==> config.mk <==
export PLATFORM = sky130hd
export DESIGN_NAME = code_entry
export DESIGN_NICKNAME = d
export VERILOG_FILES = /design/src/rtl/bc_pkg.sv /design/src/rtl/button_debouncer.sv /design/src/rtl/code_entry.sv
export SDC_FILE = /design/constraint.sdc
export NUM_CORES = 1
export LEC_CHECK = 0
export ABC_AREA = 1
export ABC_CLOCK_PERIOD_IN_PS = 3850
export BUFFER_PORTS_ARGS = -buffer_cell sky130_fd_sc_hd__buf_4
export CAP_MARGIN = 15
export CORE_MARGIN = 2
export CORE_UTILIZATION = 55
export DETAILED_ROUTE_END_ITERATION = 10
export PLACE_DENSITY = 0.77
export REMOVE_ABC_BUFFERS = 1
export SLEW_MARGIN = 20
export SYNTH_ARGS = -nofsm -noshare
export SYNTH_HDL_FRONTEND = slang
export SYNTH_SLANG_ARGS = --single-unit
==> constraint.sdc <==
create_clock -name clock -period 3.85 [get_ports clock]
set_input_delay 0.77 -clock clock [delete_from_list [all_inputs] [get_ports clock]]
set_output_delay 0.77 -clock clock [all_outputs]
set_load 0.02 [all_outputs]
==> src/rtl/bc_pkg.sv <==
// Shared code/enter definitions: digit layout, entry FSM states,
// and the order in which digit pairs are compared.
package bc_pkg;

  localparam int DIGITS = 4;
  localparam int DIGIT_W = 4;
  localparam logic [DIGIT_W-1:0] MAX_DIGIT = 4'd9;
  localparam logic [2:0] LAST_PAIR = 3'd5;

  typedef enum logic [1:0] {
    IDLE,
    CHECK,
    OFFER,
    ERROR
  } entry_state_t;

  // Returns digit i of a packed 4-digit code.
  function automatic logic [DIGIT_W-1:0] digit(
    input logic [DIGITS*DIGIT_W-1:0] code,
    input logic [1:0] i
  );
    return code[{i, 2'b00} +: DIGIT_W];
  endfunction

  // Higher digit of pair idx: (3,2)(3,1)(3,0)(2,1)(2,0)(1,0)
  function automatic logic [1:0] pair_hi(
    input logic [2:0] idx
  );
    logic [1:0] r;
    case (idx)
      3'd0, 3'd1, 3'd2: r = 2'd3;
      3'd3, 3'd4: r = 2'd2;
      default: r = 2'd1;
    endcase
    return r;
  endfunction

  // Lower digit of pair idx.
  function automatic logic [1:0] pair_lo(
    input logic [2:0] idx
  );
    logic [1:0] r;
    case (idx)
      3'd0: r = 2'd2;
      3'd1, 3'd3: r = 2'd1;
      default: r = 2'd0;
    endcase
    return r;
  endfunction

endpackage

==> src/rtl/button_debouncer.sv <==
// Enter button conditioning: 2-FF synchroniser, stability
// counter, and a one-cycle pulse on the debounced rising edge.
module button_debouncer #(
  parameter int DEBOUNCE_CYCLES = 500000
) (
  input  logic clock,
  input  logic reset,
  input  logic button,
  output logic press
);

  localparam int CNT_W = $clog2(DEBOUNCE_CYCLES + 1);
  localparam logic [CNT_W-1:0] CNT_END = CNT_W'(DEBOUNCE_CYCLES - 1);

  logic sync0;
  logic sync1;
  logic level;
  logic level_q;
  logic [CNT_W-1:0] cnt;

  // Synchronise, then flip level only after a stable run.
  always_ff @(posedge clock) begin
    if (reset) begin
      sync0 <= 1'b0;
      sync1 <= 1'b0;
      level <= 1'b0;
      level_q <= 1'b0;
      cnt <= '0;
    end else begin
      sync0 <= button;
      sync1 <= sync0;
      level_q <= level;
      if (sync1 == level) begin
        cnt <= '0;
      end else if (cnt == CNT_END) begin
        level <= sync1;
        cnt <= '0;
      end else begin
        cnt <= cnt + 1'b1;
      end
    end
  end

  assign press = level & ~level_q;

endmodule

==> src/rtl/code_entry.sv <==
// Validates a 4-digit BCD code on an enter press and offers
// it to the game FSM by valid/ready.
module code_entry
  import bc_pkg::*;
#(
  parameter int DEBOUNCE_CYCLES = 500000
) (
  input  logic        clock,
  input  logic        reset,
  input  logic [15:0] sw_code,
  input  logic        enter_button,
  input  logic        game_ready,
  output logic        code_valid,
  output logic [15:0] code_out,
  output logic        code_error,
  output logic        err_range,
  output logic        err_repeat,
  output logic        busy
);

  entry_state_t state;
  entry_state_t state_n;
  logic press;
  logic [15:0] snap;
  logic [2:0] idx;
  logic range_hit;
  logic pair_hit;

  button_debouncer #(
    .DEBOUNCE_CYCLES(DEBOUNCE_CYCLES)
  ) u_deb (
    .clock (clock),
    .reset (reset),
    .button(enter_button),
    .press (press)
  );

  // Per-cycle checks: all digits on the first pair, one pair each cycle.
  always_comb begin
    range_hit = 1'b0;
    if (idx == 3'd0) begin
      for (int i = 0; i < DIGITS; i++) begin
        if (digit(snap, 2'(i)) > MAX_DIGIT) range_hit = 1'b1;
      end
    end
    pair_hit = digit(snap, pair_hi(idx)) == digit(snap, pair_lo(idx));
  end

  // State register.
  always_ff @(posedge clock) begin
    if (reset) state <= IDLE;
    else state <= state_n;
  end

  // Next-state logic.
  always_comb begin
    state_n = state;
    case (state)
      IDLE: if (press) state_n = CHECK;
      CHECK: begin
        if (idx == LAST_PAIR) begin
          if (err_range | err_repeat | range_hit | pair_hit)
            state_n = ERROR;
          else
            state_n = OFFER;
        end
      end
      OFFER: if (game_ready) state_n = IDLE;
      ERROR: state_n = IDLE;
      default: state_n = IDLE;
    endcase
  end

  // Snapshot, pair walk, sticky error flags and accepted code.
  always_ff @(posedge clock) begin
    if (reset) begin
      snap <= '0;
      idx <= '0;
      err_range <= 1'b0;
      err_repeat <= 1'b0;
      code_out <= '0;
    end else begin
      case (state)
        IDLE: begin
          if (press) begin
            snap <= sw_code;
            idx <= '0;
            err_range <= 1'b0;
            err_repeat <= 1'b0;
          end
        end
        CHECK: begin
          idx <= idx + 1'b1;
          if (range_hit) err_range <= 1'b1;
          if (pair_hit) err_repeat <= 1'b1;
          if (state_n == OFFER) code_out <= snap;
        end
        default: ;
      endcase
    end
  end

  assign code_valid = state == OFFER;
  assign code_error = state == ERROR;
  assign busy = state != IDLE;

endmodule
---- Word level (Yosys, flattened, before mapping) ----
Cells that the tools add are included.
storage, ports and cells
  bits in registers ....................... 62
  word-level logic and storage cells ...... 73
  input bits .............................. 20
cells by class
  magnitude comparators ................... 4
  muxes and demuxes ....................... 19
  reductions and logical operators ........ 14
  bitwise gates (word level) .............. 6
  add/subtract/negate cells ............... 2
  equality and inequality tests ........... 15
  shifts and indexed selects .............. 2
operators with widths
  cell                     number
  $shiftx A16 B5 Y4        2
  $add A19 B1 Y19 const B  1
  $eq A19 B19 Y1 const B   1
  $gt A4 B4 Y1 const B     4
  $mux W1                  9
  $pmux W2 S2              2
  $pmux W2 S4              1
  $reduce_and A2 Y1        4
  $eq A2 B2 Y1 const B     3
  $eq A3 B2 Y1 const B     2
  $eq A3 B3 Y1 const B     2
  $mux W2                  3
  $ne A2 B2 Y1 const B     3
  $pmux W3 S2              1
  $reduce_and A3 Y1        2
  $reduce_or A3 Y1         2
  $eq A4 B4 Y1             1
  $pmux W1 S2              2
  $reduce_bool A2 Y1       2
  $reduce_or A2 Y1         2
  $add A3 B1 Y3 const B    1
  $eq A3 B1 Y1 const B     1
  $logic_not A3 Y1         1
  $mux W3                  1
  6 further kinds          9

---- Longest topological paths before layout ----
  word-level depth ........................ 13
  gate-level depth with buffers ........... 17
  mapped depth without buffers ............ 16

---- Cells and area by module ----
A second synthesis with hierarchy kept.
unflattened totals
  cell total of the unflattened synthesis .. 512
  area, all modules ....................... 3473.3 µm²
modules (own cells, without submodules)
  module            cells each  instances  seq. area each (µm²)  area an instance (µm²)
  code_entry        331         1          780.7                 2240.9
  button_debouncer  181         1          460.4                 1232.4

---- Worst setup path before layout ----
Ideal clock, no wire load.
  path type ............................... register -> register
  start ................................... reg idx[0]
  end ..................................... reg code_out[5]
  buffers on the path ..................... 1
  path slack .............................. 1.822 ns
  cell stages (with the launch flop) ...... 17
  required time ........................... 3.740 ns
  setup time .............................. 0.110 ns
  arrival ................................. 1.919 ns
  cells stage by stage .................... dfxtp_1 -> ha_1 -> ha_1 -> inv_1 -> nand2_4 -> nand2_1 -> nand3_1 -> nand2_1 -> nand2_1 -> o21ai_1 -> nor2_1 -> nand3_4 -> nand3_4 -> buf_12 -> nand2_2 -> inv_2 -> nor2_2
between the ends
  longest elaborated chain between the ends .. 11
  elaborated cells on any way between the ends .. 22
ends and longest elaborated chain
  what                                            RTL line                    source
  from (decl)                                     code_entry.sv:25            logic [2:0] idx;
  from (signal assigned)                          code_entry.sv:93            idx <= idx + 1'b1;
  $eq A3 B1 Y1, or another cell as far along      bc_pkg.sv:30, bc_pkg.sv:43
  $reduce_or A3 Y1, or another cell as far along  bc_pkg.sv:30                case (idx)
  $pmux W2 S2 (on tied branches)                  bc_pkg.sv:30, bc_pkg.sv:43
  $shiftx A16 B5 Y4                               bc_pkg.sv:22                return code[{i, 2'b00} +: DIGIT_W];
  $eq A4 B4 Y1                                    code_entry.sv:46            pair_hit = digit(snap, pair_hi(idx)) == digit(snap, pair_lo(idx));
  $or A1 B1 Y1                                    code_entry.sv:62            if (err_range | err_repeat | range_hit | pair_hit)
  $mux W1                                         code_entry.sv:62
  $mux W2 *                                       code_entry.sv:61            if (idx == LAST_PAIR) begin
  $pmux W2 S4 *                                   code_entry.sv:58            case (state)
  $eq A2 B2 Y1 *                                  code_entry.sv:96            if (state_n == OFFER) code_out <= snap;
  $reduce_and A2 Y1 (no source line) *            --
  to (signal assigned)                            code_entry.sv:96
  to (decl)                                       code_entry.sv:14            output logic [15:0] code_out,
Every way passes the cells marked *; elsewhere a longest branch is shown, timed or not.
A chain may end at the register's enable or synchronous reset.

---- Worst setup path in the final report ----
  start ................................... reg idx[1]
  end ..................................... reg code_out[3]
The elaborated chain is that of the path after synthesis.

==> results by stage <==
Outcome:
- The flow ran to the end, and the final reports show no timing, DRC or antenna violations.

Floorplanning:
- The floorplan step defined a die boundary enclosing about 6300 um2.
- The floorplan core area is between 5000 and 6000 um2.
- The die is around 79 um wide.
- The die span in y is 79.5 um.
- The number of cell rows is 27.
- 41 I/O pins were placed.
- Once the floorplan was initialized, standard cells occupied 56.9% of the core.

Placement:
- The final estimated routing congestion in global placement is a little over 0.9.
- The HPWL after detailed placement is ~4800 um.
- Once placement completed, the tool counted placed cells totaling around 560.
- After detailed placement, the total cell area comes to between 3000 and 4000 um2.
- In this run the tool buffered the top-level ports with 40 buffer cells.

Yosys:
- The fraction of post-synthesis cell area in the top cell type by area is between 30% and 40%.
- The fraction of the yosys area taken by sequential cells is about two fifths.
- A synthesized cell averages about 6.9 um2.
- The largest area contributor in the synthesized netlist is sky130_fd_sc_hd__dfxtp_1.
- Synthesis inferred just over 60 register bits.
- The synthesized netlist cell count is about 460.
- Of all flip-flops after synthesis, the portion carrying an async set or reset was 0%.
- Yosys mapped the design onto 33 distinct sky130hd cell types.
- Yosys attributes the largest share of cell area to sky130_fd_sc_hd__dfxtp_1, sky130_fd_sc_hd__nand2_1, sky130_fd_sc_hd__inv_1.
- The number of synthesized flops with an enable pin is 0.
- After synthesis, the most frequently instantiated cells are sky130_fd_sc_hd__nand2_1, sky130_fd_sc_hd__inv_1, sky130_fd_sc_hd__dfxtp_1, sky130_fd_sc_hd__nor2_1, sky130_fd_sc_hd__a21oi_1.
- The most common cell in the synthesized netlist is sky130_fd_sc_hd__nand2_1.
- The cell area that synthesis handed to floorplanning was 3130 um2.
- During synthesis, Yosys emitted a total of 0 warnings.
- For this run, the leading register cell type out of synthesis is sky130_fd_sc_hd__dfxtp_1.

Pwr:
- The net switching power of the design is slightly below 0.0003 W.
- The internal power contribution is just over 0.001 W.
- The worst-case IR drop observed on VDD is 320 uV.
- The power density over the cells is roughly 350 nW/um2.
- The portion of total power attributed to combinational logic is under 10%.
- The proportion of power drawn by the clock network is between 40% and 50%.
- The portion of total power attributed to sequential cells is 50.1%.
- For this design the static power due to leakage is between 1.5 and 2 nW.
- The share of total power consumed by net switching is approximately 22%.

Routing:
- The final wirelength is approximately 6800 um.
- After detailed routing, the number of vias per cell comes to between 5 and 6.
- The routed wire length per instance is ~12 um.
- The remaining number of nets flagged by the antenna check after routing is 0.
- The number of optimization iterations in the first detailed-route pass is 5.
- The remaining design rule violation count is 0.
- The count of vias placed by the detailed router is around 2900.
- For this block, the initial DRC count from the detailed router was approximately 240.

Clocking:
- Counting every sink on the clock net gives 62.
- The later pin in the worst-skew pair is clocked with a latency of ~0.33 ns.
- TritonCTS built the clock tree.
- The CTS clock-pin slew for the worst setup and hold paths is 0.06 ns.
- The library cell used as clock root buffer is sky130_fd_sc_hd__clkbuf_8.
- The clock passes through at most 2 buffers.
- In this run, post-CTS repair resized a total of 0 instances.
- Hold repair after CTS inserted 0 buffers.
- The number of H-tree levels is 3.
- In this run the post-CTS setup repair buffer count came out at 0.
- The CTS buffer count is 9.

Worst setup path:
- The worst register-to-register path ends at code_out[3]$_SDFFE_PP0P_.
- STA classifies the critical path endpoint as a flip-flop.
- The critical path goes through inv_1 > ha_1 > nor2_1 > a21oi_1 > nand2_1 > nand2_1 > nor2_1 > nand2_1 > nand2_1 > nor2_2 > nand3_4 > nand3_4 > nand2_1 > inv_1 > nor2_1.
- The critical path is of the flip-flop to flip-flop type.
- At the worst endpoint, the required time is 4.08 ns.
- In this run the worst setup path terminates at code_out[3]$_SDFFE_PP0P_.
- The most critical setup path has its startpoint at idx[1]$_SDFFE_PP0P_.
- The setup check on the worst reg-to-reg path leaves a slack of roughly 1.3 ns.
- Counting stages on the worst path, the most repeated cell is sky130_fd_sc_hd__nand2_1.
- The highest cell delay on the worst timing path is ~0.36 ns.
- In this run the worst path has a maximum fanout of 19.
- The cell at the slowest stage of the critical path is sky130_fd_sc_hd__a21oi_1.
- Data arrives at the worst endpoint at between 2 and 3 ns.
- The type of element launching the critical path is a flip-flop.
- The reg-to-reg startpoint is idx[1]$_SDFFE_PP0P_.
- Measured in cells, the most critical reg-to-reg path has a length of 15.

Timing:
- For the pin with the worst max-slew slack, the measured transition is 0.878 ns.
- The worst slew margin relative to its limit is about two fifths.
- The clock period minus worst slack is approximately 2.6 ns.
- Setup repair after global routing left no endpoint under its margin.
- The accumulated negative setup slack is 0 ns.
- The post-route clock period utilization is between 60% and 70%.
- The number of setup violations in the final report is 0.
- The number of slew-limit violations in the final report is 0.
- The timing-limited maximum frequency is around 390 MHz.
- The hold violation count in the final report was 0.
- The maximum clock skew at final layout is between 0.004 and 0.005 ns.

Flow run:
- The number of violations of the max-capacitance limit is 0.

Global route:
- Global routing finished with a remaining overflow of 0.
- The total global routing track utilization is a little under a quarter.
- The via count of the first global-routing pass is 2700.
- The global-route wire length before repair is approximately 12000 um.
- The number of antenna violations at the first check in global routing is 0.
- Entering global routing, the biggest net connects 38 pins.

Finish:
- In the final layout, the share of cells above drive strength 1 is 17.0%.
- At the end of the flow, the number of nets in the layout was ~520.
- The repair_antennas step left the layout with diodes totalling 0.
- Compared with the post-synthesis result, the final layout area differs by 16.6%.
- The finished cells cover 3650 um2.
- The non-filler instance count after layout is approximately 570.

Min path:
- The worst hold path was traced through 2 stages.
- The path class of the tightest hold or removal check is flip-flop to flip-flop.
==> logic make-up (layout without fill, tap and decap cells) <==
group	after synthesis	after routing	synth area share (%)
AND/OR/NAND/NOR	212	212	31.7
AO/OA/AOI/OAI	74	74	12.5
buffers and inverters	99	142	12.7
flip-flops	62	62	39.6
adder cells (fa/ha/maj)	6	6	2.40
XOR/XNOR	4	4	1.12
==> per-stage QoR <==
| stage | utilization [%] | setup slack [ns] | power, W | hold WS (ns) |
|---|---|---|---|---|
| after CTS | 66.3 | 1.28 | 0.00130 | 0.408 |
| after detailed placement | 62.9 | 1.29 | 0.000749 | 0.399 |
| final | 66.3 | 1.25 | 0.00129 | 0.406 |
| after floorplan | - | 1.78 | 0.000716 | 0.388 |
| after global placement | 62.9 | 1.35 | 0.000748 | 0.396 |
| after global routing | 66.3 | 0.944 | 0.00134 | 0.424 |
==> power by group through the flow <==
stage | clock, W | combinational [W] | sequential, W
3_5_place_dp | 0 | 0.0000862 | 0.000662
6_report | 0.000559 | 0.0000865 | 0.000648
5_1_grt | 0.000592 | 0.0000971 | 0.000648
4_1_cts | 0.000569 | 0.0000867 | 0.000648
2_1_floorplan | 0 | 0.0000529 | 0.000663
3_3_place_gp | 0 | 0.0000853 | 0.000662
==> critical path, delay by kind of cell, from the launching register on <==
kind	cells	cell delay, ns
buf+inv	2	0.17
flops	1	0.34
compound gates	1	0.36
simple gates	11	1.27
fa+ha+maj	1	0.32
==> layout by cell type (no fill, tap or decap), drive strengths merged, types with 6 or more instances in the layout <==
master / synthesis / routed
ha: 6 / 6
clkbuf: 9 / 13
dfxtp: 62 / 62
o21ai: 35 / 35
a21oi: 35 / 35
nand3: 25 / 25
nand4: 19 / 19
nor3: 7 / 7
inv: 86 / 86
nand2: 99 / 99
buf: 4 / 42
nor2: 56 / 56
==> flip-flops by register name (all words and copies together) (netlist names), 2 cells and up <==
register / flops
idx: 3
snap: 16
state: 2
code_out: 16
u_deb.cnt: 19
==> metal layers <==
metal,track usage [%],up-vias,share of wire (%)
li1,-,1521,-
met1,28.0,1275,43
met2,40.3,78,48
met3,4.86,19,6.0
met4,11.7,0,2.7
met5,0,-,0
==> worst min path at each step <==
stage	endpoint	slack, ns	from
final	u_deb.sync1$_SDFF_PP0_	0.41	u_deb.sync0$_SDFF_PP0_
after CTS	u_deb.sync1$_SDFF_PP0_	0.41	u_deb.sync0$_SDFF_PP0_
after floorplan	u_deb.sync1$_SDFF_PP0_	0.39	u_deb.sync0$_SDFF_PP0_
after global placement	u_deb.sync1$_SDFF_PP0_	0.40	u_deb.sync0$_SDFF_PP0_
after detailed placement	u_deb.sync1$_SDFF_PP0_	0.40	u_deb.sync0$_SDFF_PP0_
after global routing	u_deb.sync1$_SDFF_PP0_	0.42	u_deb.sync0$_SDFF_PP0_
==> final cells by class <==
| cell class | count | area [um2] |
|---|---|---|
| Fill cell | 492 | 1850 |
| Multi-Input combinational cell | 296 | 1500 |
| Sequential cell | 62 | 1240 |
| Inverter | 86 | 323 |
| Timing Repair Buffer | 42 | 315 |
| Clock buffer | 13 | 159 |
| Tap cell | 72 | 90.1 |
| Clock inverter | 1 | 30.0 |
No activity file was read; power rests on OpenSTA's default activity.
